`config.mk`:
```
export PLATFORM = sky130hd
export DESIGN_NAME = mux_n_scan
export DESIGN_NICKNAME = d
export VERILOG_FILES = /design/src/rtl/mux_n_scan.sv
export SDC_FILE = /design/constraint.sdc
export NUM_CORES = 1
export LEC_CHECK = 0
export ABC_AREA = 0
export CORE_MARGIN = 3
export CORE_UTILIZATION = 44
export CTS_CLUSTER_DIAMETER = 60
export DETAILED_ROUTE_END_ITERATION = 12
export PLACE_DENSITY = 0.93
export SETUP_SLACK_MARGIN = 0.05
export SKIP_CTS_REPAIR_TIMING = 1
export SLEW_MARGIN = 5
export SYNTH_ARGS = -nofsm -noshare
export SYNTH_HDL_FRONTEND = slang
export SYNTH_SLANG_ARGS = --single-unit
export TNS_END_PERCENT = 100
```
`constraint.sdc`:
```
create_clock -name clk -period 3.2 [get_ports clk]
set_clock_uncertainty 0.15 [all_clocks]
set_input_delay 0.96 -clock clk [delete_from_list [all_inputs] [get_ports clk]]
set_output_delay 0.96 -clock clk [all_outputs]
set_load 0.005 [all_outputs]
```
`src/rtl/mux_n_scan.sv`:
```
// mux_n_scan: registered N-channel mux with manual select and round-robin scan mode
module mux_n_scan #(
  parameter int INPUT_BITS = 2,
  parameter int CHANNELS = 8,
  parameter int DWELL = 4,
  localparam int SEL_BITS = (CHANNELS > 1) ? $clog2(CHANNELS) : 1,
  localparam int CNT_BITS = (DWELL > 1) ? $clog2(DWELL) : 1
) (
  input  logic                           clk,
  input  logic                           rst_n,
  input  logic [CHANNELS*INPUT_BITS-1:0] E,
  input  logic [SEL_BITS-1:0]            S,
  input  logic                           MODE,
  input  logic                           EN,
  output logic [INPUT_BITS-1:0]          F,
  output logic [SEL_BITS-1:0]            CH,
  output logic                           VALID,
  output logic                           WRAP
);
  typedef enum logic {MANUAL, SCAN} state_t;
  state_t state, state_nx;
  logic [CNT_BITS-1:0] cnt, cnt_nx;
  logic [SEL_BITS-1:0] ch_nx;
  logic wrap_nx;
  logic last_ch, dwell_done;
  logic [INPUT_BITS-1:0] e_arr [CHANNELS];
  for (genvar i = 0; i < CHANNELS; i++) begin : g_unpack
    assign e_arr[i] = E[i*INPUT_BITS +: INPUT_BITS];
  end
  assign last_ch = 32'(CH) == CHANNELS - 1;
  assign dwell_done = 32'(cnt) == DWELL - 1;
  // next channel, dwell count and wrap pulse; scan entry restarts the dwell window at the current channel
  always_comb begin
    state_nx = state;
    ch_nx = CH;
    cnt_nx = cnt;
    wrap_nx = 1'b0;
    if (EN) begin
      state_nx = MODE ? SCAN : MANUAL;
      if (!MODE) begin
        ch_nx = (32'(S) < CHANNELS) ? S : CH;
        cnt_nx = '0;
      end else if (state == MANUAL) begin
        cnt_nx = '0;
      end else if (dwell_done) begin
        cnt_nx = '0;
        ch_nx = last_ch ? '0 : CH + 1'b1;
        wrap_nx = last_ch;
      end else begin
        cnt_nx = cnt + 1'b1;
      end
    end
  end
  // state, channel and data registers; F is loaded from the same ch_nx as CH so they always agree
  always_ff @(posedge clk) begin
    if (!rst_n) begin
      state <= MANUAL;
      cnt <= '0;
      CH <= '0;
      F <= '0;
      VALID <= 1'b0;
      WRAP <= 1'b0;
    end else begin
      state <= state_nx;
      cnt <= cnt_nx;
      CH <= ch_nx;
      VALID <= EN;
      WRAP <= wrap_nx;
      if (EN) F <= e_arr[ch_nx];
    end
  end
endmodule

```
* After elaboration in Yosys (flattened, before gate mapping)
Index checks and enable logic that the tools add are counted.
** Word-level totals
- Register bits :: 10
- Input port bits :: 23
- Output and inout port bits :: 7
- Logic and storage cells :: 25
** Operators by class
- Add/sub/neg operators :: 2
- Magnitude comparators :: 1
- Equal/unequal tests :: 2
- Multiplexer cells :: 12
- Bitwise logic cells :: 1
- Reduce and logical (&&, ||, !) cells :: 1
** Operators with widths (number)
- $mux 3 :: 5
- $mux 2 :: 5
- $bmux 2 s3 :: 1
- $reduce_and 5->1 :: 1
- $ge 4x4->1 const B :: 1
- $not 3->4 :: 1
- $add 3x1->3 const B :: 1
- $eq 3x3->1 const B :: 1
- $add 2x1->2 const B :: 1
- $eq 2x2->1 const B :: 1
- $mux 1 :: 1

* Longest topological paths before layout
Gate-level depths: netlist of run 1.
- Word-level depth :: 10
- Mapped depth :: 8
- Mapped depth without buffers :: 7

* Least setup slack after synthesis of run 1
Ideal clock, no wire load.
- Path kind :: input to register
- From :: input port MODE
- To :: register F[0]
- Setup time :: 136 ps
- Arrival time :: 2090 ps
- Data required time :: 2914 ps
- Slack :: 824 ps
- Cell stages on the path :: 7
- Path buffers :: 2
- Cell sequence :: or2_1 -> clkbuf_1 -> o211a_1 -> buf_6 -> mux2_1 -> o211ai_1 -> a31oi_1
** On the way
- Longest elaborated chain between the ends :: 6
** Ends and longest elaborated chain
- start, declared :: line 13 : input logic MODE,
- $mux 3 :: line 40 : if (!MODE) begin
- $mux 3 :: line 38 : if (EN) begin
- $not 3->4 (not written as such) :: line 69 : if (EN) F <= e_arr[ch_nx];
- $bmux 2 s3 :: line 69
- $mux 2 (not written as such) (2 in a row) :: line 69
- end signal, assigned :: line 69
- end, declared :: line 15 : output logic [INPUT_BITS-1:0] F,
Every way passes these cells. The select of a mux whose other input is x is not followed.
A chain may end at the register's enable or synchronous reset.

* Worst setup path after layout of run 1
- From :: input port MODE
- To :: register F[1]
Same word-level chain as after synthesis.

==> flow_summary_export.csv, run 1 <==
group,metric,value,unit
pwr,pwr-share-clk,0.345,
clocking,cts.reportedPaths.clkPinSlew,0.07,ns
floorplanning,start_util,0.5054,
worst_setup_path,cp-start-kind,"input port",
layout,fill_cells,111,
layout,area_growth,44.96,%
routing,drt_drc_violations_left,0,
outcome,status,"finished clean",
routing,wire_per_inst,13.61,um
placement,io_buffers,29,
worst_setup_path,arrival,2.83,ns
floorplanning,dieArea,2124,um^2
global_route,grt_antenna_before_repair,0,
clocking,cts.sinks,10,
worst_setup_path,required,3.19,ns
worst_setup_path,crit_chain,"clkdlybuf4s50_1 -> or2_1 -> o211a_1 -> mux2_1 -> o211ai_1 -> a31oi_1",
synthesis,synthCells,78,
pwr,pwr-share-seq,0.403,
global_route,gr-total-overflow,0,
pwr,p_per_area,328.5,nW/um^2
placement,dpl-instance-area,988.4,um^2
global_route,grt_usage,0.1644,
sta,hold_viol,0,
clocking,cts-buffers-inserted,3,
clocking,htree_num_levels,1,
synthesis,yosysUniqueCellTypes,36,
worst_setup_path,critPathSlowestCell,"clkdlybuf4s50_1",
pwr,switching_share,0.2514,
worst_setup_path,critical_path_class,"input port to flip-flop",
synthesis,ys_seq_elements,10,
layout,final_common_cell,"clkdlybuf4s50_1",
floorplanning,io_pins,30,
synthesis,yosys_warnings,0,
clocking,cts_root_buffer,"clkbuf_4",
pwr,internal_power,252.0,uW
layout,drive_above_1_share,0.1215,
floorplanning,coreArea,1399,um^2
placement,gp_congestion,0.7469,
global_route,grt_pass1_vias,687,
sta,worst_pin_slew,0.4108,ns
sta,maxSlewHeadroom,0.7253,
pwr,ir_drop,0.0001346,V
global_route,grt_max_degree,13,
routing,ant_nets,0,
synthesis,yosysSeqAreaShare,0.2832,
clocking,cts_tree,"yes",
synthesis,syn_area_per_cell,9.063,um^2
floorplanning,fp-row-count,13,
worst_hold_path,hold_depth,2,
worst_setup_path,ff2ff_setup_slack,0.99,ns
layout,fin_area,1025,um^2
sta,period_minus_slack,2.833,ns
floorplanning,die_h,46.09,um
sta,final_max_slew_viol_count,0,
worst_setup_path,end_kind,"flip-flop",
routing,vias,702,
layout,n_antenna_cell,0,
synthesis,syn-num-nets,104,
sta,final.period_utilization,0.8853,
run,max_cap_viol_count,0,
routing,drt_pass1_iterations,4,
placement,hpwl,1.361,mm
sta,hold_ws,0.3284,ns
synthesis,synthesis.area,706.9,um^2
worst_setup_path,r2r_cells,7,
routing,vias_per_cell,5.754,
pwr,p_total,336.6,uW
routing,wl,1.661,mm
pwr,p_comb_frac,0.252,
sta,setup_viol_count_final,0,
routing,drtIter0Drc,6,
worst_setup_path,path_max_fanout,11,
clocking,clk_latency,0.27,ns
sta,fmax,0.3530,GHz
sta,rsz0062_at_grt,"no",
floorplanning,fp.dieW,46.09,um
worst_hold_path,hold_path.class,"flip-flop to flip-flop",
clocking,cts_buffer_depth,2,
global_route,grt_pass1_wl,2.587,mm
pwr,p_leak,0.0004170,uW
layout,finalNetCount,134,
sta,setup_tns,0,ns
pwr,switchingPower,84.62,uW
worst_setup_path,max_stage_delay,0.72,ns
layout,final_cell_mix,"clkdlybuf4s50_1, dfxtp_1, inv_1",
[cell usage after synthesis, drive strengths merged]
master   number  area (um^2)
nor2          3        11.26
nand3b        1        7.510
nand4         3        18.77
a21oi         3        15.01
clkbuf        1        3.750
nand4b        1        23.77
a22o          1        8.760
o211a         1        10.01
o221ai        4        35.03
a211oi        1        7.510
nand2         3        11.26
or3           1        6.260
buf           5        38.78
nand2b        3        21.27
and2          3        21.27
or2           2        12.52
mux2          4        45.04
o21ai         3        15.01
o31ai         1        12.51
o211ai        4        30.03
a22oi         1        7.510
o2111ai       4        35.03
a31oi         2        12.51
ha            3        37.54
nand3         1        5.000
a21boi        1        11.26
dfxtp        10        200.2
inv           6        22.52
mux2i         1        10.01
a21bo         1        10.01
[critical path, delay by kind of cell]
kind	cells	cell delay, ns
multiplexers	1	0.35
buffers and inverters	1	0.72
AND/OR/NAND/NOR	1	0.19
AO/OA/AOI/OAI	3	0.61
[state kept, by name, summed over array words and instances (netlist names)]
signal	count
cnt	2
F	2
VALID	1
WRAP	1
CH	3
state	1
[final timing paths]
kind,start,end
min reg2reg,cnt[1]$_SDFFE_PN0P_,cnt[1]$_SDFFE_PN0P_
max reg2reg,CH[0]$_SDFF_PN0_,F[1]$_SDFFE_PN0P_
min,cnt[1]$_SDFFE_PN0P_,cnt[1]$_SDFFE_PN0P_
max,MODE,F[1]$_SDFFE_PN0P_
[cell type report]
| type | count | area [um^2] | area share |
|---|---|---|---|
| multi-input combinational | 56 | 441.7 | 0.4310 |
| timing repair buffer | 31 | 305.3 | 0.2979 |
| sequential | 10 | 200.2 | 0.1954 |
| clock buffer | 4 | 36.28 | 0.03541 |
| inverter | 6 | 22.52 | 0.02198 |
| tap | 15 | 18.77 | 0.01832 |
[per-layer routing]
layer / global-route usage / routed length (um)
met1: 0.1752 / 687
met2: 0.2995 / 849
met3: 0.03125 / 107
met4: 0.08523 / 17
met5: 0 / 0
[cell families (layout without fill, tap and decap cells)]
logic type / after synthesis / after routing / synth area share
muxes: 5 / 5 / 0.07787
DFF: 10 / 10 / 0.2832
AOI/OAI and AO/OA: 27 / 27 / 0.2973
adders and majority gates: 3 / 3 / 0.05310
and+or+nand+nor: 21 / 21 / 0.1965
buffers and inverters: 12 / 41 / 0.09202
[metrics by stage]
step                      utilization  cells  worst slack, ns
after global routing           0.7326    122           0.2636
after global placement         0.7066    118           0.2021
after floorplan                     -     78           0.8237
after CTS                      0.7326    122           0.3761
final                          0.7326    122           0.3672
after detailed placement       0.7066    118           0.1087
[power groups by stage]
stage	registers, uW	clock network [uW]	logic [uW]
final	136	116	84.9
after global routing	137	126	91.4
after CTS	136	118	85.0
after detailed placement	139	0	84.3
after global placement	138	0	81.4
after floorplan	137	0	44.7
No activity file was read; power rests on OpenSTA's default activity.
==> inputs of run 2 (changes only) <==
Settings changed: CAP_MARGIN set to 20.
==> results of run 2 <==
No change in the layout: final DEF, timing and power equal those of run 1.
